[src/rtl/eth_tx_pkg.sv]
// eth_tx_pkg: shared types and constants for the Ethernet transmit sequencer.
//   tx_sched_state_t : frame scheduler states
//   IFG_BYTES, PAUSE_QUANTUM_BITS, MAX_FRAME_BYTES : 802.3 timing constants
//   PAUSE_CNT_W      : width of the pause down-counter (16-bit quanta << log2(cycles/quantum))
package eth_tx_pkg;

    typedef enum logic [1:0] {
        IDLE   = 2'd0,
        START  = 2'd1,
        ACTIVE = 2'd2,
        IFG    = 2'd3
    } tx_sched_state_t;

    localparam int IFG_BYTES          = 12;
    localparam int PAUSE_QUANTUM_BITS = 512;
    localparam int MAX_FRAME_BYTES    = 1522;

    // 16-bit quanta times 64 cycles per quantum at 8 bits per cycle
    localparam int PAUSE_CNT_W = 16 + $clog2(PAUSE_QUANTUM_BITS / 8);

endpackage

[src/rtl/tx_pause_timer.sv]
// tx_pause_timer: 802.3x PAUSE down-counter.
//   eth_tx_clk   in  : clock
//   eth_rst      in  : synchronous active-high reset
//   pause_valid  in  : load strobe for pause_quanta
//   pause_quanta in  : pause time in quanta (0 cancels)
//   paused       out : remaining pause time is non-zero
module tx_pause_timer
    import eth_tx_pkg::*;
#(
    parameter int QUANTUM_CYCLES = 64
) (
    input  logic        eth_tx_clk,
    input  logic        eth_rst,
    input  logic        pause_valid,
    input  logic [15:0] pause_quanta,
    output logic        paused
);

    localparam int SHIFT = $clog2(QUANTUM_CYCLES);

    logic [PAUSE_CNT_W-1:0] pause_cnt;

    // A reload always overwrites the remaining count, so quanta=0 clears at once.
    always_ff @(posedge eth_tx_clk) begin
        if (eth_rst) begin
            pause_cnt <= '0;
        end else if (pause_valid) begin
            pause_cnt <= PAUSE_CNT_W'(pause_quanta) << SHIFT;
        end else if (pause_cnt != '0) begin
            pause_cnt <= pause_cnt - PAUSE_CNT_W'(1);
        end
    end

    assign paused = (pause_cnt != '0);

endmodule

[src/rtl/tx_frame_sched.sv]
// tx_frame_sched: counts frames queued in the TX FIFO and issues one tx_start
// per frame, enforcing the inter-frame gap and honouring PAUSE while idle.
//   eth_tx_clk, eth_rst (sync, active high)
//   pct_qued     in  : frame fully queued          pct_txed in : frame on the wire
//   pause_valid  in  : pause_quanta valid           pause_quanta in [15:0]
//   tx_start     out : start pulse                  tx_busy  out : START/ACTIVE/IFG
//   paused       out : pause active                 pending_cnt out [CNT_W-1:0]
//   overflow, proto_err, timeout out : sticky error flags
// Optional macro TX_WATCHDOG_EN adds an ACTIVE-state watchdog driving timeout;
// without it timeout is tied low and ACTIVE waits for pct_txed indefinitely.
//
// state  | meaning
// IDLE   | waiting for a pending frame while not paused
// START  | tx_start pulse for one cycle
// ACTIVE | frame on the wire, waiting for pct_txed
// IFG    | inter-frame gap countdown
module tx_frame_sched
    import eth_tx_pkg::*;
#(
    parameter int CNT_W                = 4,
    parameter int IFG_CYCLES           = IFG_BYTES,
    parameter int PAUSE_QUANTUM_CYCLES = PAUSE_QUANTUM_BITS / 8,
    parameter int MAX_FRAME_CYCLES     = MAX_FRAME_BYTES + 8
) (
    input  logic             eth_tx_clk,
    input  logic             eth_rst,
    input  logic             pct_qued,
    input  logic             pct_txed,
    input  logic             pause_valid,
    input  logic [15:0]      pause_quanta,
    output logic             tx_start,
    output logic             tx_busy,
    output logic             paused,
    output logic [CNT_W-1:0] pending_cnt,
    output logic             overflow,
    output logic             proto_err,
    output logic             timeout
);

    localparam int GAP_W = (IFG_CYCLES > 1) ? $clog2(IFG_CYCLES) : 1;
    localparam logic [GAP_W-1:0] GAP_LOAD = GAP_W'(IFG_CYCLES - 1);

    // The watchdog counter is 11 bits wide.
    if (MAX_FRAME_CYCLES < 1 || MAX_FRAME_CYCLES > 2047) begin : g_bad_max_frame
        $error("MAX_FRAME_CYCLES must fit the 11-bit watchdog counter");
    end

    tx_sched_state_t  state;
    logic [GAP_W-1:0] gap_cnt;

    tx_pause_timer #(
        .QUANTUM_CYCLES(PAUSE_QUANTUM_CYCLES)
    ) u_pause (
        .eth_tx_clk  (eth_tx_clk),
        .eth_rst     (eth_rst),
        .pause_valid (pause_valid),
        .pause_quanta(pause_quanta),
        .paused      (paused)
    );

    // tx_start is only high in START, which the FSM enters only with pending_cnt != 0,
    // so the decrement can never underflow.
    always_ff @(posedge eth_tx_clk) begin
        if (eth_rst) begin
            pending_cnt <= '0;
            overflow    <= 1'b0;
        end else begin
            case ({pct_qued, tx_start})
                2'b10: begin
                    if (pending_cnt == '1) overflow <= 1'b1;
                    else                   pending_cnt <= pending_cnt + CNT_W'(1);
                end
                2'b01:   pending_cnt <= pending_cnt - CNT_W'(1);
                default: ;
            endcase
        end
    end

`ifdef TX_WATCHDOG_EN
    localparam logic [10:0] WD_LAST = 11'(MAX_FRAME_CYCLES - 1);
    logic [10:0] wd_cnt;
`endif

    always_ff @(posedge eth_tx_clk) begin
        if (eth_rst) begin
            state     <= IDLE;
            gap_cnt   <= '0;
            tx_start  <= 1'b0;
            tx_busy   <= 1'b0;
            proto_err <= 1'b0;
`ifdef TX_WATCHDOG_EN
            wd_cnt    <= '0;
            timeout   <= 1'b0;
`endif
        end else begin
            tx_start <= 1'b0;
            if (pct_txed && state != ACTIVE) proto_err <= 1'b1;

            case (state)
                IDLE: begin
                    // Registered paused: a same-cycle pause_valid does not block this start.
                    if (pending_cnt != '0 && !paused) begin
                        state    <= START;
                        tx_start <= 1'b1;
                        tx_busy  <= 1'b1;
                    end
                end
                START: begin
                    state <= ACTIVE;
`ifdef TX_WATCHDOG_EN
                    wd_cnt <= '0;
`endif
                end
                ACTIVE: begin
                    if (pct_txed) begin
                        state   <= IFG;
                        gap_cnt <= GAP_LOAD;
`ifdef TX_WATCHDOG_EN
                    end else if (wd_cnt == WD_LAST) begin
                        // Limit reached on this ACTIVE cycle without completion.
                        state   <= IFG;
                        gap_cnt <= GAP_LOAD;
                        timeout <= 1'b1;
                    end else begin
                        wd_cnt <= wd_cnt + 11'd1;
`endif
                    end
                end
                IFG: begin
                    if (gap_cnt == '0) begin
                        state   <= IDLE;
                        tx_busy <= 1'b0;
                    end else begin
                        gap_cnt <= gap_cnt - GAP_W'(1);
                    end
                end
                default: begin
                    state   <= IDLE;
                    tx_busy <= 1'b0;
                end
            endcase
        end
    end

`ifndef TX_WATCHDOG_EN
    assign timeout = 1'b0;
`endif

endmodule

[config.mk]
export PLATFORM = sky130hd
export DESIGN_NAME = tx_frame_sched
export DESIGN_NICKNAME = d
export VERILOG_FILES = /design/src/rtl/eth_tx_pkg.sv /design/src/rtl/tx_pause_timer.sv /design/src/rtl/tx_frame_sched.sv
export SDC_FILE = /design/constraint.sdc
export NUM_CORES = 1
export LEC_CHECK = 0
export ABC_AREA = 0
export CORE_UTILIZATION = 48
export DETAILED_ROUTE_END_ITERATION = 12
export PLACE_DENSITY = 0.75
export SLEW_MARGIN = 20
export SYNTH_ARGS = -nofsm -noshare
export SYNTH_HDL_FRONTEND = slang
export SYNTH_SLANG_ARGS = --single-unit
[constraint.sdc]
create_clock -name eth_tx_clk -period 1.93 [get_ports eth_tx_clk]
set_input_delay 0.386 -clock eth_tx_clk [delete_from_list [all_inputs] [get_ports eth_tx_clk]]
set_output_delay 0.386 -clock eth_tx_clk [all_outputs]
set_load 0.1 [all_outputs]
# Word level (Yosys, flattened, before mapping)
# Index checks and enable logic that the tools add are counted.
[op_classes]
bitwise = 1
n_eq_ne = 12
add_sub_neg = 4
muxes = 15
reduce_logical = 18
[ops]
columns = ["op", "n"]
rows = [
  ["$mux W22", 2],
  ["$reduce_bool A22 Y1", 1],
  ["$sub A22 B1 Y22 const B", 1],
  ["$pmux W4 S2", 2],
  ["$mux W4", 3],
  ["$ne A2 B2 Y1 const B", 6],
  ["$reduce_and A3 Y1", 3],
  ["$pmux W2 S4", 1],
  ["$reduce_bool A2 Y1", 4],
  ["$sub A4 B1 Y4 const B", 2],
  ["$eq A2 B2 Y1 const B", 3],
  ["$mux W2", 3],
  ["$add A4 B1 Y4 const B", 1],
  ["$eq A2 B1 Y1 const B", 2],
  ["$eq A4 B4 Y1 const B", 1],
  ["$logic_not A4 Y1", 1],
  ["$reduce_and A2 Y1", 2],
  ["$reduce_bool A4 Y1", 1],
  ["$reduce_or A2 Y1", 2],
  ["$mux W1", 3],
  ["$logic_and A1 B1 Y1", 2],
  ["$logic_not A2 Y1", 1],
  ["$pmux W1 S2", 1],
  ["$logic_not A1 Y1", 1],
  ["$not A1 Y1", 1],
]
[totals]
output_inout_bits = 10
regBits = 36

# Longest topological paths before layout
# Gate-level depths: netlist (run 1).
[logic_depth]
ltp_word = 5
depth_mapped = 8
ltp_nobuf = 8

# Modules after synthesis
# Synthesis (run 1) repeated with hierarchy kept, for this count alone.
[unflattened]
cells_unflattened = 232
area_unflattened_um2 = 2069.5
[by_module_without_submodules]
columns = ["mod", "n_inst", "seq_area_each_um2", "area_each_um2", "cells_per_inst"]
rows = [
  ["tx_pause_timer", 1, 440.4, 1271.2, 144],
  ["tx_frame_sched", 1, 280.3, 798.3, 88],
]

# Least setup slack after synthesis (run 1)
# No wires, ideal clock.
[synth_path]
path_type = "flip-flop to flip-flop"
start = "register tx_start"
end = "register pending_cnt[3]"
synth_period_minus_slack_ps = 2382
t_arrival_ps = 2254
stages_incl_launch_ff = 9
setup_slack_ps = -452
path_buffers = 0
path_cell_list = "dfxtp_1 -> nand2b_1 -> inv_1 -> ha_1 -> a21o_1 -> a21oi_1 -> mux2i_1 -> xnor2_1 -> nor2_1"
[synth_between]
elab_chain_cells = 3
word_cells_on_any_way = 6
cone_classes = "eq/ne: 3; mux: 1; reduce/logical: 2"
[synth_rtl]
columns = ["item", "line", "rtl"]
rows = [
  ["from (decl)", "tx_frame_sched.sv:31", "output logic tx_start,"],
  ["from (signal assigned)", "tx_frame_sched.sv:88", "tx_start <= 1'b0;"],
  ["from (signal assigned)", "tx_frame_sched.sv:96", "tx_start <= 1'b0;"],
  ["from (signal assigned)", "tx_frame_sched.sv:104", "tx_start <= 1'b1;"],
  ["$eq A2 B2 Y1 or $eq A2 B1 Y1 (tied branches)", "tx_frame_sched.sv:68", "case ({pct_qued, tx_start})"],
  ["$ne A2 B2 Y1 (no source line) or $reduce_bool A2 Y1 (tied branches)", "n/a", ""],
  ["$reduce_and A2 Y1 (no source line)", "n/a", ""],
  ["to (signal assigned)", "tx_frame_sched.sv:71", "else pending_cnt <= pending_cnt + CNT_W'(1);"],
  ["to (signal assigned)", "tx_frame_sched.sv:73", "2'b01: pending_cnt <= pending_cnt - CNT_W'(1);"],
  ["to (decl)", "tx_frame_sched.sv:34", "output logic [CNT_W-1:0] pending_cnt,"],
]
# Parallel ways exist; a longest one is shown, timed or not.
# A chain may end at the register's enable or synchronous reset.

# Final worst setup path (run 1)
[layout_path]
start = "register u_pause.pause_cnt[0]"
end = "output port paused"
[layout_between]
elab_chain_cells = 1
[layout_rtl]
columns = ["item", "line", "rtl"]
rows = [
  ["from (decl)", "tx_pause_timer.sv:21", "logic [PAUSE_CNT_W-1:0] pause_cnt;"],
  ["from (signal assigned)", "tx_pause_timer.sv:28", "pause_cnt <= PAUSE_CNT_W'(pause_quanta) << SHIFT;"],
  ["from (signal assigned)", "tx_pause_timer.sv:30", "pause_cnt <= pause_cnt - PAUSE_CNT_W'(1);"],
  ["$reduce_bool A22 Y1", "tx_pause_timer.sv:34", "assign paused = (pause_cnt != '0);"],
  ["to (decl)", "tx_frame_sched.sv:33", "output logic paused,"],
]
# No other way between the ends.

==> results of run 1 <==
what timing repair did:
item,4_1_cts,5_1_grt
pin swaps,5,9
resized for setup,4,9
setup buffers,3,1
endpoints found under the setup margin,2,24
sequential cells by signal, indices dropped and copies added (netlist names):
signal / cells
gap_cnt: 4
overflow: 1
pending_cnt: 4
proto_err: 1
state: 2
tx_busy: 1
tx_start: 1
u_pause.pause_cnt: 22
worst paths after layout:
kind | from | slack (ns) | endpoint
max | u_pause.pause_cnt[0]$_SDFFE_PP0P_ | -0.26 | paused
min | proto_err$_SDFFE_PP0P_ | 0.48 | proto_err$_SDFFE_PP0P_
max reg2reg | u_pause.pause_cnt[0]$_SDFFE_PP0P_ | -0.15 | state[1]$_SDFFE_PP0P_
min reg2reg | proto_err$_SDFFE_PP0P_ | 0.48 | proto_err$_SDFFE_PP0P_
metal layers:
metal | up-vias | wire length (um) | track usage (%) | share of wire (%)
met5 | - | 0 | 0 | 0
met4 | 0 | 74 | 9.84 | 1.6
met3 | 8 | 207 | 6.90 | 4.3
met2 | 34 | 2230 | 39.8 | 47
met1 | 876 | 2260 | 29.8 | 47
li1 | 938 | - | - | -
stage by stage:
step / cell area [um^2] / setup TNS, ns / setup slack [ns]
3_5_place_dp: 2570 / -0.344 / -0.294
4_1_cts: 2710 / -0.735 / -0.311
3_3_place_gp: 2570 / -0.229 / -0.208
5_1_grt: 2750 / -1.80 / -0.313
6_report: 2750 / -0.829 / -0.260
2_1_floorplan: 2020 / -0.531 / -0.166
placed cells by master, fill, tap and decap left out, types with 3 or more instances in the layout:
cell	Yosys	layout
mux2i_1	3	3
nor3_1	8	8
buf_4	1	30
xnor2_1	14	13
a21oi_1	14	12
o21ai_0	8	7
dfxtp_1	36	28
inv_1	12	10
dfxtp_2	0	8
buf_12	0	5
nor2_1	28	27
a21oi_2	1	3
nand4_1	3	3
or3_1	3	3
nand2b_1	3	3
xor2_1	11	11
nand2_1	20	20
a211oi_1	4	3
clkbuf_8	0	6
clkdlybuf4s50_1	0	20
ha_1	8	7
nand3_1	7	7
or4_1	4	3
or4_4	2	3
o21ai_1	3	4
report_power, final:
group | switching [mW] | total (mW) | internal [mW]
clock network | 0.291 | 0.576 | 0.285
logic | 0.448 | 0.842 | 0.394
registers | 0.0713 | 0.885 | 0.814
cells by family (layout without fill, tap and decap cells):
group / Yosys count / after routing / share of synthesized area (%)
xor+xnor: 25 / 25 / 11.0
mux: 3 / 3 / 1.51
buf+inv: 19 / 78 / 3.84
flops: 36 / 36 / 36.3
fa+ha+maj: 9 / 9 / 6.05
compound gates: 44 / 44 / 14.0
simple gates: 97 / 97 / 27.1
other cells: 1 / 1 / 0.189
worst max-delay path, cell delays in order (launching register included):
cell	delay, ns
dfxtp_2	0.33
inv_2	0.06
ha_4	0.13
or4b_4	0.48
nor3_4	0.16
buf_12	0.14
nand2_8	0.05
buf_12	0.16
final cells by class:
cell class | count | area share (%)
Multi-Input combinational cell | 179 | 45.9
Timing Repair Buffer | 57 | 20.1
Clock inverter | 2 | 0.364
Tap cell | 50 | 2.28
Sequential cell | 36 | 26.6
Clock buffer | 6 | 3.01
Inverter | 13 | 1.78
==> summary.txt, run 1 <==
synthesis-stage register bit count: 36
fin util: 68.7%
CTS tree: built
largest net degree at the start of global routing: 16
largest cells by area after synthesis: dfxtp_1, xnor2_1, nor2_1
Final GP Congestion: 0.819
fin. max-slew vios: 0
Leakage: 1.10 nW
yosys warns: 0
area grow syn2layout: 38.2%
setup ws final: -0.260 ns
GR Overflow Total: 0
Placed Cells: 331
CP Capture Type: output port
crit path max fanout: 2
htree depth: 2
unrepaired setup endpoints after global routing: yes
Die Area: 4400 um^2
worst clock skew: 0.00703 ns
cts-stage hold buffer count: 0
I/O pin total: 31
Ant. Diodes: 0
highest ir drop seen on vdd: 419 uV
power density over cell area: 839 nW/um^2
via/cell ratio: 5.41
count leader, synth: dfxtp_1
Clock Tree Buf Depth: 2
Design Power: 2.30 mW
Routed WL: 4770 um
top cell type by total area after synthesis: dfxtp_1
arrival time worst endpoint: 1.80 ns
Layout fillers: 333
Port Buffers: 29
first-pass GRT wire length: 7950 um
fin crit share: 113%
Final HPWL DP: 3380 um
Syn Std Cell Area: 1990 um^2
Synth top area share: 36.3%
drt pass-1 iters: 4
area of the multi-input gates: 1260 um^2
CTS root buf: clkbuf_8
Die Y: 66.3 um
WS Path Type: reg2out
Post-Syn Nets: 264
maximum clock frequency: 0.457 GHz
Synth async-reset ratio: 0%
DR iter-0 viols: 99
CTS Sinks: 36
worst slew pin tran: 0.617 ns
vias in the first global route: 1,789
fin crit period: 2.19 ns
Worst Path Required: 1.54 ns
Storage cell area: 731 um^2
status: finished, violations left
Fin. Hold Viols: 0
post-synth cell types: 54
CTS clk-pin slew, worst paths: 0.08 ns
nets: 322
register area share after synthesis: 36.3%
initial antenna violation count: 0
TritonCTS Buffers: 5
dominant synthesized flop cell: dfxtp_1
violated checks: setup timing
Gate Count Post-Synth: 234
Clock Latency Late Sink: 0.30 ns
Rows: 23
vias after detailed routing: 1,856
slew margin rel.: 58.5%
Setup-failing EPs final: 8
initial core utilization: 49.7%
die width: 66.3 um
WHS Path Cells: 2
Post-synth EDFFs: 0
Final Non-Filler Cells: 343
Routed WL per cell: 13.9 um
Reg2Reg Depth: 8
Final Hold Slack: 0.475 ns
area of the core: 4000 um^2
drt drc: 0
gr usage total: 24.4%
antenna-violating nets left: 0
fraction of layout cells with a size suffix above 1: 25.9%
Mean Syn Cell Area: 8.49 um^2
CP startpoint kind: flop
Max-cap violations: 0
top post-synthesis cells by count: dfxtp_1, nor2_1, nand2_1, a21oi_1, xnor2_1
Hold Path Class: reg2reg
Power figures use the tool's default switching activity.
==> run 2: changes to the inputs <==
--- a/config.mk
+++ b/config.mk
@@ -7,7 +7,10 @@
 export LEC_CHECK = 0
 export ABC_AREA = 0
 export CORE_UTILIZATION = 48
+export CTS_CLUSTER_DIAMETER = 100
+export CTS_CLUSTER_SIZE = 20
 export DETAILED_ROUTE_END_ITERATION = 12
+export MAX_ROUTING_LAYER = met4
 export PLACE_DENSITY = 0.75
 export SLEW_MARGIN = 20
 export SYNTH_ARGS = -nofsm -noshare
==> results of run 2 <==
Same layout as run 1: the final DEF is identical, and so are final timing and power.
Main changes from that run: final weighted congestion in routability-driven placement 0.819 -> 0.831; overall routing resource usage 24.4% -> 25.0%; violation count after the first detailed-route iteration 99 -> 100
